### src/rtl/act_quant3.sv
// act_quant3: rounds, clamps and optionally ReLUs MAC results to int8, tags vector ends, and buffers them in an output FIFO.
// Latency: one cycle from acceptance to m_valid. s_ready drops when the FIFO is full; a same-cycle pop does not reopen it.
// Optional feature: define ACT_QUANT3_RELU_EN to replace negative results with 0.
module act_quant3 #(
  parameter int VEC_LEN    = 3,
  parameter int FIFO_DEPTH = 4
) (
  input  logic               clk,
  input  logic               reset,
  input  logic               s_valid,
  output logic               s_ready,
  input  logic signed [15:0] s_data,
  input  logic               s_ovf,
  input  logic        [3:0]  shift,
  output logic               m_valid,
  input  logic               m_ready,
  output logic signed [7:0]  m_data,
  output logic               m_last,
  output logic               sat
);

  localparam int AW = (FIFO_DEPTH > 1) ? $clog2(FIFO_DEPTH) : 1;
  localparam int CW = (VEC_LEN > 1) ? $clog2(VEC_LEN) : 1;
  localparam logic [AW:0]   DEPTH_C = (AW+1)'(FIFO_DEPTH);
  localparam logic [AW-1:0] PTR_MAX = AW'(FIFO_DEPTH - 1);
  localparam logic [CW-1:0] CNT_MAX = CW'(VEC_LEN - 1);

  logic signed [7:0]  mem_data [FIFO_DEPTH];
  logic               mem_last [FIFO_DEPTH];
  logic [AW-1:0]      wr_ptr, rd_ptr;
  logic [AW:0]        count;
  logic [CW-1:0]      elem_cnt;

  logic               push, pop;
  logic signed [16:0] ext, rnd, rounded;
  logic signed [7:0]  q;
  logic               clamp_hit;

  function automatic logic [AW-1:0] ptr_inc(input logic [AW-1:0] p);
    return (p == PTR_MAX) ? '0 : p + 1'b1;
  endfunction

  assign s_ready = (count < DEPTH_C);
  assign m_valid = (count != '0);
  assign push    = s_valid && s_ready;
  assign pop     = m_valid && m_ready;
  assign m_data  = m_valid ? mem_data[rd_ptr] : '0;
  assign m_last  = m_valid ? mem_last[rd_ptr] : 1'b0;

  // 17-bit datapath: adding the half-LSB to a full-scale input cannot wrap
  always_comb begin
    ext       = {s_data[15], s_data};
    rnd       = '0;
    if (shift != 4'd0)
      rnd = 17'sd1 <<< (shift - 4'd1);
    rounded   = (ext + rnd) >>> shift;
    q         = rounded[7:0];
    clamp_hit = 1'b0;
    if (s_ovf) begin
      q         = s_data[15] ? 8'sh80 : 8'sh7F;
      clamp_hit = 1'b1;
    end else if (rounded > 17'sd127) begin
      q         = 8'sh7F;
      clamp_hit = 1'b1;
    end else if (rounded < -17'sd128) begin
      q         = 8'sh80;
      clamp_hit = 1'b1;
    end
`ifdef ACT_QUANT3_RELU_EN
    if (q < 8'sd0)
      q = '0;
`endif
  end

  always_ff @(posedge clk) begin
    if (reset) begin
      wr_ptr   <= '0;
      rd_ptr   <= '0;
      count    <= '0;
      elem_cnt <= '0;
      sat      <= 1'b0;
    end else begin
      if (push) begin
        mem_data[wr_ptr] <= q;
        mem_last[wr_ptr] <= (elem_cnt == CNT_MAX);
        wr_ptr           <= ptr_inc(wr_ptr);
        elem_cnt         <= (elem_cnt == CNT_MAX) ? '0 : elem_cnt + 1'b1;
        if (clamp_hit)
          sat <= 1'b1;
      end
      if (pop)
        rd_ptr <= ptr_inc(rd_ptr);
      case ({push, pop})
        2'b10:   count <= count + 1'b1;
        2'b01:   count <= count - 1'b1;
        default: count <= count;
      endcase
    end
  end

endmodule

### config.mk
export PLATFORM = sky130hd
export DESIGN_NAME = act_quant3
export DESIGN_NICKNAME = d
export VERILOG_FILES = /design/src/rtl/act_quant3.sv
export SDC_FILE = /design/constraint.sdc
export NUM_CORES = 1
export LEC_CHECK = 0
export CORE_AREA = 4 4 106 108
export DETAILED_ROUTE_END_ITERATION = 8
export DIE_AREA = 0 0 110 112
export SLEW_MARGIN = 5
export SYNTH_ARGS = -nofsm -noshare
export SYNTH_HDL_FRONTEND = slang
export SYNTH_SLANG_ARGS = --single-unit
### constraint.sdc
create_clock -name clk -period 9.7 [get_ports clk]
set_clock_uncertainty 0.15 [all_clocks]
set_input_delay 1.94 -clock clk [delete_from_list [all_inputs] [get_ports clk]]
set_output_delay 1.94 -clock clk [all_outputs]
set_load 0.005 [all_outputs]
==> results of run 1 <==
-- worst min path at each step --
stage	to
after global routing	flip-flop
after global placement	count[2]
final	count[2]
after CTS	count[2]
after detailed placement	count[2]
after floorplan	flip-flop
-- placed cells by master (no fill, tap or decap), types with 8 or more instances in the layout --
cell,count
nor2_1,45
nand2_1,40
clkdlybuf4s50_1,36
edfxtp_1,36
a21oi_1,35
ha_1,22
nor3_1,18
o21ai_0,17
and2_1,17
inv_1,13
nand3_1,13
mux4_2,12
dfxtp_1,12
a211oi_1,10
xor2_1,9
o21ai_1,8
mux2i_1,8
-- registers in the layout, indices dropped and copies added (netlist names), named ones only --
signal / count
elem_cnt: 2
rd_ptr: 2
mem_last: 4
mem_data: 32
wr_ptr: 2
count: 3
sat: 1
-- tightest hold or removal path, stage by stage (launching register included) --
cell,delay (ns)
dfxtp_1,0.32
o21ai_0,0.07
a21oi_1,0.06
-- cells in the mapped netlist (3+ instances only) --
| cell | number |
|---|---|
| nand4_1 | 5 |
| or3_1 | 6 |
| nand2_1 | 40 |
| buf_1 | 4 |
| or2_2 | 4 |
| o21ai_0 | 17 |
| xor2_1 | 9 |
| o21ai_1 | 8 |
| dfxtp_1 | 12 |
| edfxtp_1 | 36 |
| nor2b_1 | 4 |
| a21oi_1 | 35 |
| clkbuf_1 | 10 |
| nor2_1 | 45 |
| a211oi_1 | 10 |
| a21o_1 | 6 |
| nor3_1 | 18 |
| and3_1 | 3 |
| buf_6 | 3 |
| mux2i_1 | 8 |
| ha_1 | 22 |
| mux2_2 | 5 |
| o211ai_1 | 7 |
| nand3_1 | 13 |
| inv_1 | 13 |
| xnor2_1 | 7 |
| and2_1 | 17 |
| o31ai_1 | 3 |
| nor4_1 | 4 |
| a221oi_1 | 3 |
| buf_2 | 6 |
| mux4_2 | 12 |
-- logic make-up (layout without fill, tap and decap cells) --
family                     count (synthesis)  in the layout  share of synthesized area
buffers and inverters                     40             62                     0.0464
xor gates and xnor gates                  16             16                     0.0346
muxes                                     25             25                      0.101
AOI/OAI and AO/OA                        120            120                      0.202
adders and majority gates                 24             24                     0.0779
other                                      1              1                   0.000927
DFF                                       48             48                      0.327
and+or+nand+nor                          172            172                      0.211
-- per-layer routing --
metal,vias to the layer above,routed length (um),global-route usage
li1,1723,-,-
met1,1648,4990,0.255
met2,75,4520,0.253
met3,16,433,0.0325
met4,0,206,0.0449
met5,-,0,0
-- power by group --
| group | total (mW) | internal (mW) | switching (mW) |
|---|---|---|---|
| combinational | 0.291 | 0.148 | 0.143 |
| sequential | 0.268 | 0.249 | 0.0193 |
| clock | 0.138 | 0.0765 | 0.0614 |
-- area by class of cell --
class	count	area, um^2
clock buffers	6	72.6
clock inverters	2	35.0
fillers	1001	5660
inverters	15	56.3
multi-input cells	358	2540
flip-flops and latches	48	1320
well taps	136	170
repair buffers	39	383
-- stage by stage --
stage                util  hold WS (ns)  cell area [um^2]
floorplan               -         0.304              4050
global placement    0.437         0.318              4470
detailed placement  0.437         0.322              4470
CTS                 0.447         0.335              4570
global route        0.447         0.376              4570
finish              0.447         0.335              4570
==> impl_metrics.tcl, run 1 <==
set metrics [dict create \
    status "finished, final reports clean" \
    hold_violations 0 \
    hold_class "flip-flop to flip-flop" \
    worstPathMaxFanout 26 \
    cts_buffer_depth 2 \
    syn_inst 446 \
    timing.slew.headroom 0.504 \
    cts_root_buffer "clkbuf_8" \
    grt_use_total 0.171 \
    pre_cts_ws_ns 2.25 \
    fin_tns_setup_ns 0 \
    slowest_stage "a21boi_0" \
    area_delta_synth_final_pct 13.1 \
    grt_max_degree 27 \
    start_util 0.395 \
    synth.avg_cell_area_um2 9.07 \
    cp.required_ns 9.56 \
    vias 3462 \
    rows 37 \
    grt_pass1_vias 3486 \
    drtIter0Drc 286 \
    core_area_um2 10200 \
    reg2reg_to "count[2]" \
    vias_per_cell 5.73 \
    rrSetupSlack_ns 7.25 \
    maxCapViolCount 0 \
    io_pins 37 \
    yosysUniqueCellTypes 68 \
    yosysWarnings 0 \
    hold_start "count[2]" \
    cts_sinks 48 \
    htree_levels 2 \
    end_kind "flip-flop" \
    p_per_area_nw_per_um2 152 \
    synth_area_leaders "edfxtp_1 27%, ha_1 6.8%, mux4_2 6.7%, dfxtp_1 5.9%, a21oi_1 4.3%" \
    routed_wirelength_um 10200 \
    antenna_found_initial 0 \
    wl_per_cell_um 16.8 \
    grt_pass1_wl_um 17000 \
    dr.pass1.iters 4 \
    start_kind "input port" \
    holdBufCountCts 0 \
    rr_startpoint "count[0]" \
    setup_viol 0 \
    cp_slowest_stage_delay_ns 0.54 \
    crit_start "shift[0]" \
    total_leakage_power_nw 1.67 \
    rsz0062_at_grt "no" \
    ys_seq_area_frac 0.327 \
    final_cells 604 \
    max_freq_mhz 139 \
    cts_buffers 5 \
    drive_above_1_share 0.0983 \
    path_buf_inv 3 \
    ys.flop_type "edfxtp_1" \
    clk_pin_slew_ns 0.09 \
    min_path_cells 2 \
    crit_chain "clkdlybuf4s50_1 -> buf_4 -> clkinv_1 -> nand2_1 -> nor2_1 -> ha_1 -> nand4_1 -> nor2_1 -> a21boi_0 -> nor4_1 -> a2111o_1 -> o21ai_0 -> nor2b_1 -> a41oi_1 -> o21ai_2 -> o31ai_1" \
    period_minus_slack_ns 7.19 \
    cts_resized 0 \
    total_power_mw 0.697 \
    final_nets 516 \
    antennaDiodeCount 0 \
    drc 0 \
    synth-seq-cells 48 \
    yosysTopAreaCell "edfxtp_1" \
    synth_top_area_share 0.267 \
    tightest_slew_ns 0.736 \
    syn_area_um2 4050 \
    cpMostUsedCell "nor2_1" \
    gp_congestion 0.906 \
    die_height_um 112 \
    fin_ws_ns 2.51 \
    clk_latency_ns 0.29 \
    cts_tree "yes" \
    async_flop_share 0 \
    crit_end "mem_data[3][3]" \
    drv_slew 0 \
    syn_nets 495 \
    period_share 0.742 \
    postRouteAntennaNets 0 \
    critPathTopFamily "compound AO/OA/AOI/OAI gates" \
    die_x_um 110 \
    peakVddDrop_uv 114 \
    synth_edf_count 36 \
    place_inst 596 \
    die-area_um2 12300 \
    cp_data_arrival_time_ns 7.05 \
    overflow 0 \
    port_buffers 36 \
    r2r_cells 10 \
    postCtsSetupBuffers 0 \
    worst-setup-path-type "input port to flip-flop" \
    dp_hpwl_um 7820 \
    cp_num_cells 16 \
]
(Power assumes the default switching activity.)
==> run 2, diff against run 1 <==
==> constraint.sdc (replaced) <==
create_clock -name clk -period 6.5 [get_ports clk]
set_clock_uncertainty 0.15 [all_clocks]
set_input_delay 1.3 -clock clk [delete_from_list [all_inputs] [get_ports clk]]
set_output_delay 1.3 -clock clk [all_outputs]
set_load 0.005 [all_outputs]
==> run 2 against run 1 <==
Against the previous run:
- cell count grew 1.7%
- final area up 1.2%
- wire length rose by 2.6%
- sequential share of layout area decreased by 0.35 points
- largest power group unchanged
- total power increased by 45%
- core utilization increased by 0.55 points
- register-to-register slack worse by 3.2 ns
- critical path depth shrank 1
- sequential cell count did not move
- die area unchanged
- global-route usage up 0.11 points
- worst setup slack lost 1.8 ns
==> impl_metrics.tcl, run 2 (synthesized netlist as in run 1, its figures left out) <==
set metrics [dict create \
    status "finished, final reports clean" \
    cts_buffer_depth 2 \
    p_clk_frac 0.166 \
    max_freq_mhz 172 \
    period_share 0.894 \
    wl_per_cell_um 17.0 \
    hold_violations 0 \
    postRouteAntennaNets 0 \
    p_seq_frac 0.396 \
    largest_reg_flops 32 \
    worst-setup-path-type "input port to flip-flop" \
    placed_area_um2 4550 \
    hold_class "flip-flop to flip-flop" \
    area_delta_synth_final_pct 14.5 \
    total_leakage_power_nw 1.71 \
    largestRegisters "mem_data: 32 flops, mem_last: 4 flops, count: 3 flops" \
    crit_chain "clkdlybuf4s50_1 -> buf_4 -> nand2_1 -> nor3_1 -> ha_1 -> a21oi_1 -> o21ai_1 -> a211oi_1 -> xor2_1 -> inv_1 -> mux4_2 -> o41ai_2 -> a41oi_1 -> o21ai_2 -> o21ai_1" \
    cp.required_ns 6.36 \
    cts_buffers 5 \
    vias_per_cell 5.80 \
    overflow 0 \
    cts_sinks 48 \
    routed_wirelength_um 10400 \
    cpMostUsedCell "o21ai_1" \
    rsz0062_at_grt "no" \
    holdBufCountCts 0 \
    timing.slew.headroom 0.523 \
    cts_tree "yes" \
    io_pins 37 \
    p_switching_mw 0.341 \
    fin_util 0.453 \
    setup_viol 0 \
    pre_cts_ws_ns 0.453 \
    rows 37 \
    dr.pass1.iters 5 \
    whs_ns 0.343 \
    grt_pass1_wl_um 17000 \
    drtIter0Drc 360 \
    start_kind "input port" \
    clk_latency_ns 0.30 \
    die-area_um2 12300 \
    htree_levels 2 \
    grt_use_total 0.172 \
    grt_max_degree 23 \
    rr_startpoint "count[0]" \
    cp_slowest_stage_delay_ns 0.61 \
    die_x_um 110 \
    clk_pin_slew_ns 0.09 \
    antenna_found_initial 0 \
    design_area_um2 4630 \
    drv_slew 0 \
    period_minus_slack_ns 5.81 \
    maxCapViolCount 0 \
    postCtsSetupBuffers 0 \
    slowest_stage "clkdlybuf4s50_1" \
    peakVddDrop_uv 135 \
    final_nets 527 \
    fin_ws_ns 0.688 \
    die_height_um 112 \
    layout_common_cells "45 x nor2_1, 40 x nand2_1, 36 x clkdlybuf4s50_1, 36 x edfxtp_1, 35 x a21oi_1" \
    core_area_um2 10200 \
    crit_start "shift[2]" \
    layout_commonest_cell "nor2_1" \
    p_int_mw 0.670 \
    hold_start "rd_ptr[1]" \
    sw_frac_of_total 0.337 \
    fin_tns_setup_ns 0 \
    grt_pass1_vias 3459 \
    start_util 0.395 \
    p_per_area_nw_per_um2 218 \
    power.share.combinational 0.438 \
    drive_above_1_share 0.117 \
    drc 0 \
    dp_hpwl_um 8210 \
    port_buffers 36 \
    top_register "mem_data" \
    end_kind "flip-flop" \
    gp_congestion 0.972 \
    worstPathMaxFanout 17 \
    antennaDiodeCount 0 \
    cp_data_arrival_time_ns 5.67 \
    cts_root_buffer "clkbuf_8" \
    vias 3561 \
    tightest_slew_ns 0.708 \
    cts_resized 0 \
]
-- run 2: critical path, delay by kind of cell --
family	cells	cell delay, ns
AO/OA/AOI/OAI	7	1.78
buffers and inverters	3	0.97
adder cells (fa/ha/maj)	1	0.35
AND/OR/NAND/NOR	2	0.33
XOR/XNOR	1	0.44
multiplexers	1	0.48
-- run 2: routing by layer --
metal / share of wire / track usage / vias up / wire length, um
met3: 0.049 / 0.0238 / 9 / 515
met2: 0.48 / 0.278 / 120 / 4980
met1: 0.46 / 0.245 / 1695 / 4820
met5: 0 / 0 / - / 0
met4: 0.0090 / 0.0357 / 0 / 94
li1: - / - / 1737 / -
-- run 2: power by group through the flow --
stage          Sequential [mW]  Clock (mW)  Combinational (mW)
6_report                 0.400       0.168               0.443
5_1_grt                  0.407       0.186               0.491
4_1_cts                  0.402       0.171               0.446
3_5_place_dp             0.409           0               0.444
3_3_place_gp             0.407           0               0.437
2_1_floorplan            0.389           0               0.292
-- run 2: path summary, 6_finish.rpt --
| kind | depth (start not counted) | endpoint | slack (ns) |
|---|---|---|---|
| min | 2 | rd_ptr[1] | 0.34 |
| min reg2reg | 2 | rd_ptr[1] | 0.34 |
| max reg2reg | 10 | count[2] | 4.04 |
| max | 15 | mem_data[2][4] | 0.69 |
-- run 2: stage by stage --
step	total power, mW	cells
2_1_floorplan	0.681	446
3_3_place_gp	0.844	607
3_5_place_dp	0.853	607
4_1_cts	1.02	614
5_1_grt	1.08	614
6_report	1.01	614
-- run 2: area by class of cell --
type	instances	area [um^2]
inverter	15	56.3
timing repair buffer	50	465
tap	136	170
sequential	48	1320
multi-input combinational	358	2540
clock buffer	5	68.8
clock inverter	2	12.5
fill	1000	5600
==> run 3, diff against run 2 <==
--- a/config.mk
+++ b/config.mk
@@ -8,6 +8,7 @@
 export CORE_AREA = 4 4 106 108
 export DETAILED_ROUTE_END_ITERATION = 8
 export DIE_AREA = 0 0 110 112
+export GPL_TIMING_DRIVEN = 1
 export SLEW_MARGIN = 5
 export SYNTH_ARGS = -nofsm -noshare
 export SYNTH_HDL_FRONTEND = slang
==> results of run 3 <==
Final layout, timing and power as in run 2 (identical DEF).
